**src/rtl/jtag_bsc_pkg.sv**
```systemverilog
// Shared types and defaults for the parametrised boundary-scan chain.
// The control struct bundles the per-cell strobes fanned out by the chain top.
package jtag_bsc_pkg;

    localparam int DEFAULT_WIDTH = 8;

    typedef struct packed {
        logic capture;
        logic shift;
        logic update;
        logic extest;
    } bsc_ctrl_t;

endpackage

```
**src/rtl/boundary_scan_cell.sv**
```systemverilog
// One boundary-scan cell: a capture/shift flop, an update latch and the
// EXTEST output mux selecting between the latch and the core/pad value.
module boundary_scan_cell
    import jtag_bsc_pkg::*;
#(
    parameter logic RESET_VAL = 1'b0
) (
    input  logic      tck,
    input  logic      rst,
    input  bsc_ctrl_t ctrl,
    input  logic      serial_in,
    input  logic      data_in,
    output logic      serial_out,
    output logic      data_out
);

    logic shift_q;
    logic shift_d;
    logic update_q;
    logic update_d;

    // Capture beats shift; update samples the pre-edge shift value.
    always_comb begin
        shift_d  = shift_q;
        update_d = update_q;
        if (ctrl.capture) begin
            shift_d = data_in;
        end else if (ctrl.shift) begin
            shift_d = serial_in;
        end
        if (ctrl.update) begin
            update_d = shift_q;
        end
    end

    always_ff @(posedge tck) begin
        if (rst) begin
            shift_q  <= 1'b0;
            update_q <= RESET_VAL;
        end else begin
            shift_q  <= shift_d;
            update_q <= update_d;
        end
    end

    assign serial_out = shift_q;
    assign data_out   = ctrl.extest ? update_q : data_in;

endmodule

```
**src/rtl/boundary_scan_chain_param.sv**
```systemverilog
// WIDTH-cell boundary-scan register with bypass path, saturating shift
// counter and chain-complete flag; cells shift from tdi toward tdo.
module boundary_scan_chain_param
    import jtag_bsc_pkg::*;
#(
    parameter int              WIDTH        = DEFAULT_WIDTH,
    parameter logic [WIDTH-1:0] UPDATE_RESET = '0,
    localparam int             CNT_W        = $clog2(WIDTH + 1)
) (
    input  logic             tck,
    input  logic             rst,
    input  logic             tdi,
    output logic             tdo,
    input  logic             capture_en,
    input  logic             shift_en,
    input  logic             update_en,
    input  logic             extest,
    input  logic             bypass_en,
    input  logic [WIDTH-1:0] data_in,
    output logic [WIDTH-1:0] data_out,
    output logic [CNT_W-1:0] shift_cnt,
    output logic             chain_done
);

    localparam logic [CNT_W-1:0] CNT_MAX = CNT_W'(WIDTH);

    bsc_ctrl_t        cell_ctrl;
    logic [WIDTH-1:0] serial_in;
    logic [WIDTH-1:0] serial_out;
    logic             bypass_q;
    logic             bypass_d;
    logic [CNT_W-1:0] shift_cnt_q;
    logic [CNT_W-1:0] shift_cnt_d;

    // Bypass freezes the chain's shift stage but still lets update through.
    always_comb begin
        cell_ctrl.capture = capture_en & ~bypass_en;
        cell_ctrl.shift   = shift_en & ~bypass_en;
        cell_ctrl.update  = update_en;
        cell_ctrl.extest  = extest;
    end

    assign serial_in = {tdi, serial_out[WIDTH-1:1]};

    for (genvar i = 0; i < WIDTH; i++) begin : g_cell
        boundary_scan_cell #(
            .RESET_VAL (UPDATE_RESET[i])
        ) u_cell (
            .tck        (tck),
            .rst        (rst),
            .ctrl       (cell_ctrl),
            .serial_in  (serial_in[i]),
            .data_in    (data_in[i]),
            .serial_out (serial_out[i]),
            .data_out   (data_out[i])
        );
    end

    always_comb begin
        bypass_d    = bypass_q;
        shift_cnt_d = shift_cnt_q;
        if (bypass_en) begin
            if (shift_en) begin
                bypass_d = tdi;
            end
        end else if (capture_en) begin
            shift_cnt_d = '0;
        end else if (shift_en && (shift_cnt_q != CNT_MAX)) begin
            shift_cnt_d = shift_cnt_q + 1'b1;
        end
    end

    always_ff @(posedge tck) begin
        if (rst) begin
            bypass_q    <= 1'b0;
            shift_cnt_q <= '0;
        end else begin
            bypass_q    <= bypass_d;
            shift_cnt_q <= shift_cnt_d;
        end
    end

    assign tdo        = bypass_en ? bypass_q : serial_out[0];
    assign shift_cnt  = shift_cnt_q;
    assign chain_done = (shift_cnt_q == CNT_MAX);

endmodule
```
**config.mk**
```make
export PLATFORM = sky130hd
export DESIGN_NAME = boundary_scan_chain_param
export DESIGN_NICKNAME = d
export VERILOG_FILES = /design/src/rtl/jtag_bsc_pkg.sv /design/src/rtl/boundary_scan_cell.sv /design/src/rtl/boundary_scan_chain_param.sv
export SDC_FILE = /design/constraint.sdc
export NUM_CORES = 1
export LEC_CHECK = 0
export BUFFER_PORTS_ARGS = -buffer_cell sky130_fd_sc_hd__clkbuf_2
export CORE_UTILIZATION = 50
export CTS_CLUSTER_SIZE = 40
export DETAILED_ROUTE_END_ITERATION = 8
export PLACE_DENSITY = 0.84
export SYNTH_ARGS = -nofsm -noshare
export SYNTH_HDL_FRONTEND = slang
export SYNTH_HIERARCHICAL = 1
export SYNTH_SLANG_ARGS = --single-unit
```
**constraint.sdc**
```tcl
create_clock -name tck -period 1.9 [get_ports tck]
set_clock_uncertainty 0.1 [all_clocks]
set_input_delay 0.285 -clock tck [delete_from_list [all_inputs] [get_ports tck]]
set_output_delay 0.285 -clock tck [all_outputs]
set_load 0.05 [all_outputs]
```
==> impl_metrics.env <==
export IMPL_outcome="completed"
export IMPL_ff_latch_area_um2=423
export IMPL_synth_compound_area_share_pct=13.9
export IMPL_io_pins=30
export IMPL_numPortBuffers=29
export IMPL_cpPeakStageDelay_ps=360
export IMPL_fin_total_pwr_uw=873
export IMPL_dieArea_mm2=0.00236
export IMPL_ir_drop_mv=0.561
export IMPL_clock_path_buffers=2
export IMPL_final_nets=160
export IMPL_critPathArrivalTime_ps=1380
export IMPL_clock_sinks=21
export IMPL_rows=16
export IMPL_gp_congestion=0.830
export IMPL_period_share_pct=92.8
export IMPL_drt_first_iter_violations=6
export IMPL_cts_setup_buffers=0
export IMPL_grt_pass1_wl_mm=3.79
export IMPL_antenna_found_initial=0
export IMPL_crit_fanout=6
export IMPL_finalSetupViolCount=0
export IMPL_p_leak_uw=0.000569
export IMPL_cts_tree="built"
export IMPL_cts_hold_repair_buffers=0
export IMPL_fillers=194
export IMPL_startpoint_type="flip-flop"
export IMPL_chipHeight_um=48.6
export IMPL_synth_top_family_by_area="multiplexers"
export IMPL_wl_mm=2.11
export IMPL_timing_hold_violations_final=0
export IMPL_rsz0062_at_grt="false"
export IMPL_grt_max_degree=22
export IMPL_synth_cell_types=23
export IMPL_path_class="reg -> out"
export IMPL_end_kind="output port"
export IMPL_hpwlAfterDp_mm=1.63
export IMPL_maxCapViolCount=0
export IMPL_multi_input_area_um2=617
export IMPL_syn_avg_cell_area_um2=10.1
export IMPL_avgRoutedWirePerCell_um=12.5
export IMPL_hold_path_class="in -> reg"
export IMPL_drv_slew=0
export IMPL_drive_above_1_share_pct=37.6
export IMPL_via_count=888
export IMPL_muxShareOfSynthArea_pct=24.1
export IMPL_required_ps=1510
export IMPL_max_slew_worst_pin_slew_ps=521
export IMPL_gr_total_overflow=0
export IMPL_h_tree_depth=1
export IMPL_grt_usage_pct=21.0
export IMPL_numCtsBuffers=3
export IMPL_antenna_cells=0
export IMPL_final_antenna_net_count=0
export IMPL_clkTransAtPathRegs_ps=110
export IMPL_synth_simple_area_share_pct=16.5
export IMPL_p_per_area_mw_per_mm2=674
export IMPL_core_area_mm2=0.00200
export IMPL_synth_net_count=126
export IMPL_drc=0
export IMPL_synth_xor_area_share_pct=0
export IMPL_drt_vias_per_instance=5.29
export IMPL_synth_fa_ha_area_share_pct=2.30
export IMPL_cts_resized=0
export IMPL_max_freq_mhz=567
export IMPL_maxSlewHeadroom_pct=65.2
export IMPL_critPathSlowestCell="dfxtp_2"
export IMPL_yosys_register_bits=21
export IMPL_crit_chain="inv_1 > ha_1 > nand3b_4 > inv_2 > clkbuf_2"
export IMPL_cts_root_buffer="clkbuf_4"
export IMPL_ys_seq_area_share_pct=38.7
export IMPL_fin_setup_tns_ps=0
export IMPL_netlist_instances=108
export IMPL_dieWidth_um=48.6
export IMPL_area_growth_pct=19.1
export IMPL_clkLatencyLatePin_ps=300
export IMPL_initial_core_util_pct=54.3
export IMPL_yosys_warnings=6
export IMPL_drtPass1Iterations=4
export IMPL_synthesis_area_mm2=0.00109
export IMPL_period_needed_ps=1760
export IMPL_grt_pass1_vias=886
[state kept, by name, summed over array words and instances, names as in the netlist]
signal and count:
g_cell.u_cell/serial_out 8, g_cell.u_cell/update_q 8, shift_cnt 4, bypass_q 1
[worst max-delay path: cells and delay by family, from the launching register on]
family                   cells  cell delay [ps]
buffers and inverters        3              420
adder cells (fa/ha/maj)      1              200
AND/OR/NAND/NOR              1              100
flip-flops                   1              360
[cells in the mapped netlist, drive strengths merged]
cell,instances,area (um^2)
mux2i,16,160
a31oi,1,6.26
mux2,9,101
nor2,8,30.0
inv,13,48.8
nor2b,8,50.1
nand3b,2,27.5
nor3b,1,7.51
nand2,3,11.3
nand3,2,10.0
a21oi,5,25.0
nand2b,2,12.5
or4,2,15.0
o211ai,2,15.0
nand4b,1,8.76
ha,2,25.0
o21ai,1,5.00
nand4,1,6.26
dfxtp,21,420
a211oi,8,100
[placed cells by master (no fill, tap or decap), drive strengths merged]
cell / netlist / routed
a211oi: 8 / 8
a21oi: 5 / 5
a31oi: 1 / 1
clkbuf: 0 / 33
dfxtp: 21 / 21
ha: 2 / 2
inv: 13 / 13
mux2: 9 / 9
mux2i: 16 / 16
nand2: 3 / 3
nand2b: 2 / 2
nand3: 2 / 2
nand3b: 2 / 2
nand4: 1 / 1
nand4b: 1 / 1
nor2: 8 / 8
nor2b: 8 / 8
nor3b: 1 / 1
o211ai: 2 / 2
o21ai: 1 / 1
or4: 2 / 2
[worst paths after layout]
path	slack [ps]	depth (start not counted)	startpoint	to
worst max-delay path	140	5	shift_cnt[0]	chain_done
worst max register to register	290	6	shift_cnt[0]	shift_cnt[0]
worst min register to register	370	2	bypass_q	bypass_q
worst min-delay path	140	3	tdi	bypass_q
[metal layers]
layer / vias to the layer above / GRT usage, % / wire length [um]
met2: 22 / 39.4 / 1040
met3: 5 / 6.60 / 102
met1: 412 / 22.1 / 935
met4: 0 / 5.88 / 31
li1: 449 / - / -
met5: - / 0 / 0
[through the flow]
| stage | hold WS [ps] | area, um^2 | cells | utilization [%] | setup WS, ps |
|---|---|---|---|---|---|
| after global routing | 128 | 1290 | 168 | 64.6 | 44.6 |
| after CTS | 128 | 1290 | 168 | 64.6 | 110 |
| after global placement | 345 | 1270 | 164 | 63.3 | 410 |
| after floorplan | 247 | 1090 | 108 | - | 98.4 |
| after detailed placement | 352 | 1270 | 164 | 63.3 | 295 |
| final | 138 | 1290 | 168 | 64.6 | 137 |
[kinds of logic (layout without fill, tap and decap cells)]
group	after synthesis	count (layout)
AOI/OAI and AO/OA	17	17
adders and majority gates	2	2
buffers and inverters	13	46
DFF	21	21
muxes	25	25
and+or+nand+nor	30	30
[where the power goes]
| part | switching [uW] | internal (uW) | leakage, uW | total [uW] |
|---|---|---|---|---|
| Clock | 125 | 81.9 | 0.0000150 | 207 |
| Sequential | 14.9 | 462 | 0.000173 | 477 |
| Combinational | 120 | 68.8 | 0.000382 | 189 |
[layout make-up]
cell class	count	area share [%]
clock buffers	4	2.03
multi-input cells	74	47.7
repair buffers	29	11.2
well taps	27	2.61
flip-flops and latches	21	32.7
inverters	13	3.77
No activity file was read; power rests on OpenSTA's default activity.
